**config.mk**
```make
export PLATFORM = sky130hd
export DESIGN_NAME = logic_op_serializer_flat
export DESIGN_NICKNAME = d
export VERILOG_FILES = /design/src/rtl/logic_op_serializer_if.sv /design/src/rtl/logic_op_serializer.sv /design/src/flat_wrapper.sv
export SDC_FILE = /design/constraint.sdc
export NUM_CORES = 1
export LEC_CHECK = 0
export BUFFER_PORTS_ARGS = -buffer_cell sky130_fd_sc_hd__buf_2
export CORE_MARGIN = 2
export CORE_UTILIZATION = 33
export CTS_CLUSTER_SIZE = 40
export DETAILED_ROUTE_END_ITERATION = 6
export PLACE_DENSITY = 0.6
export SYNTH_ARGS = -nofsm -noshare
export SYNTH_HDL_FRONTEND = slang
export SYNTH_SLANG_ARGS = --single-unit
```
**constraint.sdc**
```tcl
create_clock -name clk -period 2.3 [get_ports clk]
set_input_delay 0.23 -clock clk [delete_from_list [all_inputs] [get_ports clk]]
set_output_delay 0.23 -clock clk [all_outputs]
set_load 0.005 [all_outputs]
```
**src/rtl/logic_op_serializer_if.sv**
```systemverilog
// Command/result bundle between a command source and the bit-serial logic controller.
// The master drives commands and accepts results; the slave is the controller.
interface logic_op_serializer_if #(
  parameter int WIDTH = 8
);
  logic             in_valid;
  logic             in_ready;
  logic [2:0]       in_op;
  logic [WIDTH-1:0] in_a;
  logic [WIDTH-1:0] in_b;
  logic             out_valid;
  logic             out_ready;
  logic [WIDTH-1:0] out_result;
  logic [2:0]       out_op;
  logic             out_err;

  modport master (
    output in_valid, in_op, in_a, in_b, out_ready,
    input  in_ready, out_valid, out_result, out_op, out_err
  );

  modport slave (
    input  in_valid, in_op, in_a, in_b, out_ready,
    output in_ready, out_valid, out_result, out_op, out_err
  );
endinterface

```
**src/rtl/logic_op_serializer.sv**
```systemverilog
// Bit-serial controller: runs a 1-bit logic gate cell over WIDTH-bit operands, LSB first,
// and assembles the result in place before offering it on a valid/ready output.
module logic_op_serializer #(
  parameter int WIDTH = 8,
  parameter int CNT_W = $clog2(WIDTH)
) (
  input  logic                 clk,
  input  logic                 rst_n,
  logic_op_serializer_if.slave bus,
  output logic                 busy
);

  localparam logic [2:0] OP_AND  = 3'd0;
  localparam logic [2:0] OP_OR   = 3'd1;
  localparam logic [2:0] OP_XOR  = 3'd2;
  localparam logic [2:0] OP_NOT  = 3'd3;
  localparam logic [2:0] OP_NOR  = 3'd4;
  localparam logic [2:0] OP_XNOR = 3'd5;
  localparam logic [2:0] OP_NAND = 3'd6;
  localparam logic [2:0] OP_ILL  = 3'd7;

  localparam logic [CNT_W-1:0] LAST_BIT = CNT_W'(WIDTH - 1);

  typedef enum logic [1:0] {
    IDLE,
    RUN,
    DONE
  } state_t;

  state_t           state;
  logic [CNT_W-1:0] cnt;
  logic [WIDTH-1:0] a_reg;
  logic [WIDTH-1:0] b_reg;
  logic [2:0]       op_reg;
  logic [WIDTH-1:0] result_reg;
  logic             err_reg;
  logic             valid_reg;

  logic a_bit;
  logic b_bit;
  logic gate_bit;

  // Single-bit gate cell fed from the current bit position.
  always_comb begin
    a_bit    = a_reg[cnt];
    b_bit    = b_reg[cnt];
    gate_bit = 1'b0;
    case (op_reg)
      OP_AND:  gate_bit = a_bit & b_bit;
      OP_OR:   gate_bit = a_bit | b_bit;
      OP_XOR:  gate_bit = a_bit ^ b_bit;
      OP_NOT:  gate_bit = ~a_bit;
      OP_NOR:  gate_bit = ~(a_bit | b_bit);
      OP_XNOR: gate_bit = ~(a_bit ^ b_bit);
      OP_NAND: gate_bit = ~(a_bit & b_bit);
      default: gate_bit = 1'b0;
    endcase
  end

  always_ff @(posedge clk or negedge rst_n) begin
    if (!rst_n) begin
      state      <= IDLE;
      cnt        <= '0;
      a_reg      <= '0;
      b_reg      <= '0;
      op_reg     <= '0;
      result_reg <= '0;
      err_reg    <= 1'b0;
      valid_reg  <= 1'b0;
    end else begin
      case (state)
        IDLE: begin
          if (bus.in_valid) begin
            a_reg      <= bus.in_a;
            b_reg      <= bus.in_b;
            op_reg     <= bus.in_op;
            cnt        <= '0;
            result_reg <= '0;
            if (bus.in_op == OP_ILL) begin
              state   <= DONE;
              err_reg <= 1'b1;
            end else begin
              state   <= RUN;
              err_reg <= 1'b0;
            end
          end
        end
        RUN: begin
          result_reg[cnt] <= gate_bit;
          if (cnt == LAST_BIT) begin
            state     <= DONE;
            valid_reg <= 1'b1;
          end else begin
            cnt <= cnt + CNT_W'(1);
          end
        end
        DONE: begin
          // An illegal op enters DONE straight from IDLE; valid rises one edge later.
          if (!valid_reg) begin
            valid_reg <= 1'b1;
          end else if (bus.out_ready) begin
            valid_reg <= 1'b0;
            state     <= IDLE;
          end
        end
        default: state <= IDLE;
      endcase
    end
  end

  assign bus.in_ready   = (state == IDLE);
  assign bus.out_valid  = valid_reg;
  assign bus.out_result = result_reg;
  assign bus.out_op     = op_reg;
  assign bus.out_err    = err_reg;
  assign busy           = (state != IDLE);

endmodule

```
**src/flat_wrapper.sv**
```systemverilog
// flat-port wrapper written by rule: the top's interface ports become plain ports
module logic_op_serializer_flat 
#(
  parameter int WIDTH = 8,
  parameter int CNT_W = $clog2(WIDTH)
)
  (clk, rst_n, busy, bus_in_valid, bus_in_op, bus_in_a, bus_in_b, bus_out_ready, bus_in_ready, bus_out_valid, bus_out_result, bus_out_op, bus_out_err);
  logic_op_serializer_if #(.WIDTH(WIDTH)) bus_i ();
  input  logic clk;
  input  logic rst_n;
  output logic busy;
  input wire logic [$bits(bus_i.in_valid)-1:0] bus_in_valid;
  input wire logic [$bits(bus_i.in_op)-1:0] bus_in_op;
  input wire logic [$bits(bus_i.in_a)-1:0] bus_in_a;
  input wire logic [$bits(bus_i.in_b)-1:0] bus_in_b;
  input wire logic [$bits(bus_i.out_ready)-1:0] bus_out_ready;
  output wire logic [$bits(bus_i.in_ready)-1:0] bus_in_ready;
  output wire logic [$bits(bus_i.out_valid)-1:0] bus_out_valid;
  output wire logic [$bits(bus_i.out_result)-1:0] bus_out_result;
  output wire logic [$bits(bus_i.out_op)-1:0] bus_out_op;
  output wire logic [$bits(bus_i.out_err)-1:0] bus_out_err;
  assign bus_i.in_valid = bus_in_valid;
  assign bus_i.in_op = bus_in_op;
  assign bus_i.in_a = bus_in_a;
  assign bus_i.in_b = bus_in_b;
  assign bus_i.out_ready = bus_out_ready;
  assign bus_in_ready = bus_i.in_ready;
  assign bus_out_valid = bus_i.out_valid;
  assign bus_out_result = bus_i.out_result;
  assign bus_out_op = bus_i.out_op;
  assign bus_out_err = bus_i.out_err;
  logic_op_serializer #(.WIDTH(WIDTH), .CNT_W(CNT_W)) u_core (.clk(clk), .rst_n(rst_n), .bus(bus_i), .busy(busy));
endmodule
```
Word-level counts from Yosys, hierarchy flattened
Cells that the tools add are included.
- memories: 0
- memory bits (read-only): 0
- bits in registers: 34
- word-level logic and storage cells: 68
- bits in writable memories: 0
- latch bits: 0
- output and inout port bits: 15
- bits of input ports: 23
- $mul: 0
- eq/ne operators: 15
- $add $sub $neg: 1
- shift-type cells: 0
- reduce and logical (&&, ||, !) cells: 11
- divide/modulo/power cells: 0
- bitwise logic cells: 7
- $lt $le $gt $ge: 2
- multiplexer cells: 24
- operators with widths (cell ; number):
    8-bit one-hot mux with 2 select lines ; 1
    3-bit equality test (second input constant) ; 5
    2-bit two-way mux ; 5
    8-bit bitwise mux ; 1
    8-bit two-way mux ; 1
    1-bit two-way mux ; 7
    1-bit one-hot mux with 7 select lines ; 1
    1-bit binary-select mux with 3-bit select ; 2
    3-bit by 2-bit equality test with 1-bit output (second input constant) ; 2
    3-bit two-way mux ; 2
    2-bit inequality test (second input constant) ; 3
    2-bit one-hot mux with 3 select lines ; 1
    3-bit one-hot mux with 2 select lines ; 1
    2-bit AND reduction ; 3
    2-bit nonzero test ; 3
    3-bit by 4-bit less-than comparator with 1-bit output (second input constant) ; 1
    2-bit by 1-bit inequality test with 1-bit output (second input constant) ; 2
    1-bit inverter ; 4
    4-bit AND reduction ; 1
    3-bit by 1-bit adder with 3-bit output (second input constant) ; 1
    1-bit demux with 3-bit select ; 1
    3-bit by 1-bit equality test with 1-bit output (second input constant) ; 1
    3-bit by 1-bit >= comparator with 1-bit output (second input constant) ; 1
    3-bit zero test ; 1
    other kinds (9) ; 9

Logic depth before layout (Yosys ltp)
- depth in word-level cells: 7
- depth in mapped cells: 9
- gate-level depth less buffers: 8

Worst setup path after synthesis
No wires, ideal clock.
- path type: register -> register
- from: register u_core.cnt[0]
- to: register u_core.result_reg[1] (netlist: u_core.bus.out_result[1])
- path slack: -0.083 ns
- required time: 2.190 ns
- library setup time: 0.110 ns
- data arrival time: 2.273 ns
- clock period less this slack: 2.383 ns
- stages on the path, launching flop included: 9
- path buffers: 1
- path through: dfrtp_1 > buf_6 > mux2i_1 > mux4_2 > ha_1 > mux2i_1 > a221oi_2 > o22ai_4 > o41ai_1
- cells in the longest elaborated chain, start to end: 7
- elaborated cells on any way between the ends: 19
- those cells by class: order compare: 2; mux: 9; bitwise: 7; reduce/logical: 1
- RTL lines (item ; line ; source):
    from (decl) ; logic_op_serializer.sv:31 ; logic [CNT_W-1:0] cnt;
    from (signal assigned) ; logic_op_serializer.sv:94 ; cnt <= cnt + CNT_W'(1);
    1-bit binary-select mux with 3-bit select (on tied branches) ; logic_op_serializer.sv:45, logic_op_serializer.sv:46 ;
    1-bit two-way mux (on tied branches) ; logic_op_serializer.sv:45, logic_op_serializer.sv:46 ;
    1-bit bitwise AND, or another cell as far along ; logic_op_serializer.sv:49, logic_op_serializer.sv:55 ;
    1-bit inverter (on tied branches) ; logic_op_serializer.sv:55, logic_op_serializer.sv:53, logic_op_serializer.sv:54 ;
    1-bit one-hot mux with 7 select lines ; logic_op_serializer.sv:48 ; case (op_reg)
    8-bit bitwise mux * ; logic_op_serializer.sv:89 ; result_reg[cnt] <= gate_bit;
    8-bit one-hot mux with 2 select lines * ; logic_op_serializer.sv:71 ; case (state)
    to (signal, indexed assignment) ; logic_op_serializer.sv:89 ;
    to (decl) ; logic_op_serializer.sv:35 ; logic [WIDTH-1:0] result_reg;
Mark *: on every way between the ends. The rest lies on a longest branch, timed or not. The select of a mux whose other input is x is not followed.
A chain may end at the register's enable or synchronous reset.

Worst setup path in the final report
- from: register u_core.cnt[0]
- to: register u_core.result_reg[7] (netlist: u_core.bus.out_result[7])
Same word-level chain as after synthesis.

==> flow_summary.ini <==
[timing]
whs_ps = 13.7
fin_crit_sh_pct = 103
setup_viol = 2
max-slew-margin-rel_pct = 49.6
tns_ps = -123
min_period_ps = 2360
fin_skew_ps = 8.78
rsz0062_at_grt = yes
setup_ws_ps = -64.4
slew_viol_final = 0
max_freq_ghz = 0.423
worst_pin_slew_ps = 756
hold_viol_final = 0

[route]
ant_nets = 0
first_pass_iters = 4
vias_per_cell = 4.95
drtIter0Drc = 65
drc = 0
wl_um = 3450
wire_per_inst_um = 13.9
vias = 1233

[cells_and_area]
instances_no_fill = 249
diodes = 0
drive_above_1_share_pct = 45.8
nets = 205
areaGrowthSynthToFinish_pct = 24.6
num-fill-cells = 495

[outcome]
failed_checks = negative setup slack
status = finished, violations left

[synth]
avgSynthCellArea_sq_um = 12.4
synth_fp_nets = 163
synth.cells.most_frequent = dfrtp_1, mux2_2, nand2_1
seq_area_frac_synth_pct = 50.4
synth_top_cell_area_share_pct = 50.4
yosysTopAreaCell = dfrtp_1
synth_area_sq_um = 1690
synthCells = 136
synth_most_common_cell = dfrtp_1
synth.distinct_cells = 30
synth-seq-cells = 34
synth_edf_count = 0
synth_area_leaders = dfrtp_1, mux2_2, mux2i_1
async_reset_ff_share_pct = 100
yosysWarnings = 0
synth_flop_cell = dfrtp_1

[critical_path]
critPathKind = reg2reg
r2r-start = u_core.cnt[0]
crit_path_end_kind = flop
regToRegSetupSlack_ps = -60
required_ps = 2490
crit_fanout = 8
crit_path_start_kind = flop
cp-startpoint = u_core.cnt[0]
worstPathArrival_ps = 2550

[grt]
track_usage_pct = 13.5
antenna_found_initial = 0
grt_overflow = 0
grt_pass1_wl_um = 5750
grt_pass1_vias = 1263
grt_max_degree = 35

[cts]
clkTransAtPathRegs_ps = 70
cts_buffer_depth = 2
cts-htree-levels = 2
cts_tree = yes
root_buffer = clkbuf_8
cts_sinks = 34
post_cts_buffers = 0
numCtsBuffers = 5
clock_latency_ps = 280

[die]
rows = 26
fp.dieW_um = 75.5
core_area_sq_um = 5010
pin_count = 38
die_y_um = 75.5
start_util_pct = 33.7
dieArea_sq_um = 5700

[min_path]
hold_class = in2async

[power]
leakage_nw = 0.970
ir_drop_mv = 0.600
power_density_nw_per_um2 = 1510
power_mw = 3.17

[placed_design]
gp_congestion = 0.752
dp_cells = 241
dp_hpwl_um = 2590
io_buffers = 37
detailedPlace.worstSlack_ps = -221

[run]
cap_violations = 0
==> area by class of cell <==
class | count | area [sq um] | share of cell area (%)
Sequential cell | 34 | 852 | 40.5
Timing Repair Buffer | 43 | 230 | 11.0
Inverter | 4 | 15.0 | 0.714
Tap cell | 70 | 87.6 | 4.17
Clock buffer | 8 | 110 | 5.24
Multi-Input combinational cell | 90 | 807 | 38.4
==> placed cells by master (no fill, tap or decap), types with 2 or more instances in the layout <==
master	n
dfrtp_1	33
mux2i_1	9
nand3_1	6
a22o_1	5
mux2_2	21
nand2_1	10
inv_1	4
buf_4	6
a21oi_1	2
clkbuf_8	8
o21ai_1	5
ha_1	2
nor2_1	4
nor3b_1	4
nand3b_1	4
o21ai_0	2
buf_2	37
mux4_2	3
==> path summary, 6_finish.rpt <==
path | cells after the start | end
setup reg to reg | 7 | u_core.bus.out_result[7]
setup / recovery | 7 | u_core.bus.out_result[7]
hold reg to reg | 2 | u_core.bus.out_err
hold / removal | 1 | u_core.bus.out_valid
min in group clk | 2 | u_core.a_reg[2]
max in group asynchronous | 1 | u_core.cnt[0]
==> kinds of logic (layout without fill, tap and decap cells) <==
logic type / Yosys count / in the layout / synth area share [%]
buffers and inverters: 12 / 55 / 3.34
and+or+nand+nor: 31 / 31 / 9.72
muxes: 33 / 33 / 23.4
DFF: 34 / 34 / 50.4
AOI/OAI and AO/OA: 22 / 22 / 10.2
adders and majority gates: 4 / 4 / 2.97
==> metrics by stage <==
stage          util (%)  area, sq um
6_report           42.0         2100
5_1_grt            42.0         2100
4_1_cts            41.8         2090
3_5_place_dp       39.4         1980
3_3_place_gp       39.4         1980
2_1_floorplan         -         1700
==> where the power goes <==
group,switching (mW),internal [mW]
logic,0.708,0.847
registers,0.238,0.872
clock network,0.206,0.302
==> layer usage <==
| layer | routed length, um | GRT usage [%] | part of all wire, % | up-vias |
|---|---|---|---|---|
| met5 | 0 | 0 | 0 | - |
| met4 | 17 | 4.48 | 0.49 | 0 |
| met3 | 174 | 4.37 | 5.0 | 2 |
| met2 | 1830 | 23.6 | 53 | 34 |
| met1 | 1430 | 15.5 | 41 | 614 |
| li1 | - | - | - | 583 |
==> what timing repair did <==
action                                  CTS  global route
pin swaps                                 2             4
hold buffers                              0             0
endpoints found under the setup margin    8             8
gates resized for setup                   2             3
hold endpoints to repair                  0             0
==> critical path: stages, from the launching register on <==
cell,delay [ps]
dfrtp_2,480
mux2i_1,140
mux4_2,530
ha_4,300
mux2i_1,70
a221oi_2,340
o22ai_4,170
o31ai_2,240
(Power assumes the default switching activity.)
